===== src/rtl/ifu_pkg.sv =====
// Shared types and constants for the instruction-fetch line fill unit.
// Holds the line geometry, the fill FSM state encoding and the line type.
// A helper aligns a fetch pc down to its line base address.
package ifu_pkg;

    localparam int LINE_W       = 128;
    localparam int OFFSET_WIDTH = 4;

    typedef enum logic [1:0] {
        IDLE = 2'd0,
        REQ  = 2'd1,
        RESP = 2'd2,
        DONE = 2'd3
    } t_fill_state;

    typedef logic [LINE_W-1:0] t_line;

    // Clear the byte-offset bits so the address names the first byte of the line.
    function automatic logic [31:0] line_align(input logic [31:0] pc);
        logic [31:0] offset_mask;
        offset_mask = 32'((1 << OFFSET_WIDTH) - 1);
        return pc & ~offset_mask;
    endfunction

endpackage


===== src/rtl/ifu_line_fill.sv =====
// Purpose: on an I-cache miss, issue one line read to memory, assemble BEATS
//          response beats into a 128-bit line and hand it to the cache.
// Latency: miss accepted at t -> request at t+1; last beat at u -> LineValidOut at u+1,
//          MissReady at u+2. Backpressure: request waits on MemReqReady; responses
//          cannot be stalled, and MissReady is low for the whole fill.
// Ports:   Clock/Rst (sync, active-high); MissValid/MissPc/MissReady from the cache;
//          MemReq*/MemRsp* to memory; FlushIn redirect; LineOut/LineValidOut/LineAddrOut.
module ifu_line_fill
    import ifu_pkg::*;
#(
    parameter int BEATS  = 4,
    parameter int WORD_W = 32
) (
    input  logic              Clock,
    input  logic              Rst,
    input  logic              MissValid,
    input  logic [31:0]       MissPc,
    output logic              MissReady,
    output logic              MemReqValid,
    output logic [31:0]       MemReqAddr,
    input  logic              MemReqReady,
    input  logic              MemRspValid,
    input  logic [WORD_W-1:0] MemRspData,
    input  logic              FlushIn,
    output t_line             LineOut,
    output logic              LineValidOut,
    output logic [31:0]       LineAddrOut
);

    localparam int CNT_W = $clog2(BEATS);

    t_fill_state      state_q;
    t_fill_state      state_d;
    logic [31:0]      addr_q;
    logic [31:0]      line_addr_q;
    logic [CNT_W-1:0] beat_cnt_q;
    logic             drop_q;
    t_line            line_q;
    logic             last_beat;
    logic             keep_beat;

    assign last_beat = (beat_cnt_q == CNT_W'(BEATS - 1));
    // A beat is kept only for a fill that has not been redirected, including
    // a redirect arriving in the same cycle as the beat.
    assign keep_beat = !drop_q && !FlushIn;

    // State register plus the datapath registers that follow it.
    always_ff @(posedge Clock) begin
        if (Rst) begin
            state_q     <= IDLE;
            addr_q      <= '0;
            line_addr_q <= '0;
            beat_cnt_q  <= '0;
            drop_q      <= 1'b0;
            line_q      <= '0;
        end else begin
            state_q <= state_d;
            case (state_q)
                IDLE: begin
                    if (MissValid && !FlushIn) begin
                        addr_q <= line_align(MissPc);
                    end
                end
                REQ: begin
                    if (MemReqReady) begin
                        beat_cnt_q <= '0;
                        // Request already accepted: memory will still send the
                        // beats, so a coincident redirect has to drain them.
                        drop_q     <= FlushIn;
                    end
                end
                RESP: begin
                    if (FlushIn) begin
                        drop_q <= 1'b1;
                    end
                    if (MemRspValid) begin
                        beat_cnt_q <= beat_cnt_q + CNT_W'(1);
                        if (keep_beat) begin
                            line_q[int'(beat_cnt_q)*WORD_W +: WORD_W] <= MemRspData;
                            if (last_beat) begin
                                line_addr_q <= addr_q;
                            end
                        end
                    end
                end
                default: ;
            endcase
            if (state_d == IDLE) begin
                drop_q <= 1'b0;
            end
        end
    end

    // Next-state logic.
    always_comb begin
        state_d = state_q;
        case (state_q)
            IDLE: begin
                if (MissValid && !FlushIn) begin
                    state_d = REQ;
                end
            end
            REQ: begin
                if (MemReqReady) begin
                    state_d = RESP;
                end else if (FlushIn) begin
                    state_d = IDLE;
                end
            end
            RESP: begin
                if (MemRspValid && last_beat) begin
                    state_d = keep_beat ? DONE : IDLE;
                end
            end
            DONE:    state_d = IDLE;
            default: state_d = IDLE;
        endcase
    end

    // Output decode; the pulse in DONE is unconditional because the line is complete.
    always_comb begin
        MissReady    = 1'b0;
        MemReqValid  = 1'b0;
        LineValidOut = 1'b0;
        case (state_q)
            IDLE:    MissReady    = 1'b1;
            REQ:     MemReqValid  = 1'b1;
            DONE:    LineValidOut = 1'b1;
            default: ;
        endcase
    end

    assign MemReqAddr  = addr_q;
    assign LineOut     = line_q;
    assign LineAddrOut = line_addr_q;

endmodule

===== config.mk =====
export PLATFORM = sky130hd
export DESIGN_NAME = ifu_line_fill
export DESIGN_NICKNAME = d
export VERILOG_FILES = /design/src/rtl/ifu_pkg.sv /design/src/rtl/ifu_line_fill.sv
export SDC_FILE = /design/constraint.sdc
export NUM_CORES = 1
export LEC_CHECK = 0
export BUFFER_PORTS_ARGS = -buffer_cell sky130_fd_sc_hd__buf_4
export CAP_MARGIN = 10
export CORE_ASPECT_RATIO = 1.5
export CORE_MARGIN = 8
export CORE_UTILIZATION = 54
export DETAILED_ROUTE_END_ITERATION = 10
export PLACE_DENSITY_LB_ADDON = 0.08
export SLEW_MARGIN = 0
export SYNTH_ARGS = -nofsm -noshare
export SYNTH_HDL_FRONTEND = slang
export SYNTH_SLANG_ARGS = --single-unit

===== constraint.sdc =====
create_clock -name Clock -period 4.4 [get_ports Clock]
set_input_delay 0.66 -clock Clock [delete_from_list [all_inputs] [get_ports Clock]]
set_output_delay 0.66 -clock Clock [all_outputs]
set_load 0.01 [all_outputs]

==> metrics.txt <==
status finished, final reports clean; PostCTS Resize Cnt 0; io pins 265; RSZ-0062 raised after global routing no; Synth area leaders dfxtp_1 (49%), mux2i_1 (8.3%), a21oi_1 (8.0%); Yosys cell types 35; # DRC 0; slowest CP cell or4b_2; post-synthesis average cell area 8.70 um2; CTS buffer count 17; fin util 72.3%; Area Overhead vs Synth 31.7%; Syn Std Cell Area 0.00768 mm2; final wirelength 23600 um; Max Slew Vio Count 0; DR iter-0 viols 570; layout cell share with drive strength beyond 1 28.3%; vias in the first global route 6871; Setup Skew 0.0101 ns; Post-synth EDFFs 0; synth cell count leaders dfxtp_1 (189), a21oi_1 (123), nand2_1 (122), o21ai_0 (92), clkbuf_1 (73); DR vias/cell 5.50; Finished Cell Area 0.0101 mm2; TNS Setup 0 ns; H-tree levels 4; Routed Antenna Nets 0; total of max-cap violations 0; Synth Register Bits 189; Reg clk slew, reported paths 0.08 ns; Die Area 0.0184 mm2; nets@finish 1153; I/O Buffers 252; predominant post-synthesis flop cell dfxtp_1; flop-to-flop setup slack 1.78 ns; final hold violation count 0; CP Capture Type register; Total GRT Usage 24.9%; CP Launch Point state_q[1]; post-synth top area share 49.3%; CTS Sinks 189; Synth area leader dfxtp_1; reg2reg start state_q[1]; final-layout fill cell count 1152; worst hold start MissPc[7]; first-pass GRT wire length 36900 um; CP peak stage delay 0.79 ns; register area share after synthesis 49.3%; CP Buf/Inv Count 1; WS Path Type register to register; dpl hpwl 15700 um; Pwr per Cell Area 339 mW/mm2; CTS max path bufs 2; area of the core 0.0140 mm2; count leader, synth dfxtp_1; clk root buf clkbuf_16; Vias 7059; Synth async-reset ratio 0%; Peak Freq 382 MHz; cells along the critical path nand3b_1 -> or4b_2 -> buf_4 -> mux2i_1; crit path max fanout 32; TritonCTS clock tree built; Rows 53; hold slack 0.469 ns; post-CTS setup buffer count 0; crit path DAT 2.91 ns; fin crit period 2.62 ns; GPL Wtd Cong 0.853; die boundary height 162 um; Synth Instances 883; largest net degree at the start of global routing 95; insertion delay to the later sink of the worst-skew pair 0.43 ns; initial core utilization 54.9%; placed cell areas 0.00955 mm2; fin crit share 59.5%; Worst-Margin Slew 1.23 ns; Chip Width 113 um; VDD IR-drop max 0.000259 V; Pleak 4.39 nW; Setup crit start kind register; Data required, critical path 4.69 ns; initial antenna violation count 0; delay-heaviest family, CP simple AND/OR/NAND/NOR gates; ANT cells 0; number of hold buffers added after CTS 0; global route overflow 0; Routed wire per std cell 18.4 um; Pwr Total 3.43 mW; Initial DRT Pass Iterations 7; Syn. warnings 0; slew margin rel. 18.0%; Finish-stage setup viols 0; Hold Crit Class input port to register
==> layout make-up <==
cell class | count | area (um2) | share of cell area, %
inverters | 2 | 7.51 | 0.0742
well taps | 192 | 240 | 2.38
clock buffers | 18 | 439 | 4.34
repair buffers | 265 | 2000 | 19.8
clock inverters | 14 | 124 | 1.22
multi-input cells | 603 | 3520 | 34.8
flip-flops and latches | 189 | 3780 | 37.4
==> cell usage in the layout, fill, tap and decap left out <==
cell | Yosys | routed
buf_4 | 8 | 264
dfxtp_1 | 189 | 189
a21oi_1 | 123 | 123
nand2_1 | 122 | 122
o21ai_0 | 92 | 92
nand2b_1 | 65 | 65
mux2i_1 | 64 | 64
nand4_1 | 64 | 64
nand3_1 | 28 | 28
clkbuf_16 | 0 | 17
conb_1 | 1 | 8
nor2_1 | 5 | 5
ha_1 | 5 | 5
inv_6 | 0 | 4
inv_8 | 0 | 4
or4b_2 | 1 | 3
clkinv_4 | 0 | 3
inv_1 | 2 | 2
nor2b_1 | 2 | 2
nor4b_4 | 0 | 2
nand3b_1 | 2 | 2
or3b_2 | 1 | 2
nor3b_2 | 1 | 2
and3b_1 | 3 | 2
o211ai_1 | 2 | 2
a2111oi_0 | 2 | 2
clkinv_2 | 0 | 2
and2_1 | 1 | 1
and3b_4 | 0 | 1
nor4b_2 | 2 | 1
nor3b_4 | 0 | 1
a21boi_0 | 1 | 1
and4b_1 | 1 | 1
a211oi_1 | 1 | 1
a311oi_1 | 1 | 1
clkbuf_8 | 0 | 1
clkinvlp_4 | 0 | 1
buf_12 | 0 | 1
==> registers in the layout, indices dropped and copies added, names as in the netlist <==
name / flops
LineOut: 128
LineAddrOut: 28
MemReqAddr: 28
beat_cnt_q: 2
state_q: 2
drop_q: 1
==> metrics by stage <==
step,cells,worst slack [ns]
finish,1283,1.78
CTS,1283,1.77
global route,1283,1.58
floorplan,890,2.41
global placement,1251,1.76
detailed placement,1251,1.75
==> layer usage <==
layer  share of wire [%]  global-route usage [%]  wire length (um)  up-vias
met3                 7.9                    8.25              1860       38
met1                  41                    29.2              9600     3304
met4                 2.6                    9.12               610        0
met2                  49                    41.3             11500      267
li1                    -                       -                 -     3450
met5                   0                       0                 0        -
==> worst register-to-register path: stages (launching register included) <==
cell and delay, ns:
dfxtp_1 0.61, nand3b_1 0.54, or4b_2 0.79, buf_4 0.32, mux2i_1 0.22
==> power by group <==
| group | internal [mW] | switching, mW |
|---|---|---|
| Sequential | 1.72 | 0.0142 |
| Combinational | 0.0910 | 0.123 |
| Clock | 0.762 | 0.711 |
| Total | 2.58 | 0.848 |
==> path summary, 6_finish.rpt <==
| kind | endpoint | depth (start not counted) |
|---|---|---|
| min reg2reg | LineOut[117] | 2 |
| min | MemReqAddr[7] | 3 |
| max | LineOut[30] | 4 |
| max reg2reg | LineOut[30] | 4 |
==> logic make-up after synthesis <==
| group | count (synthesis) | synth area share (%) |
|---|---|---|
| flip-flops | 189 | 49.3 |
| AND/OR/NAND/NOR | 304 | 20.9 |
| multiplexers | 64 | 8.34 |
| AO/OA/AOI/OAI | 222 | 14.7 |
| buffers and inverters | 98 | 5.85 |
| adder cells (fa/ha/maj) | 5 | 0.815 |
| other | 1 | 0.0488 |
(Power assumes the default switching activity.)
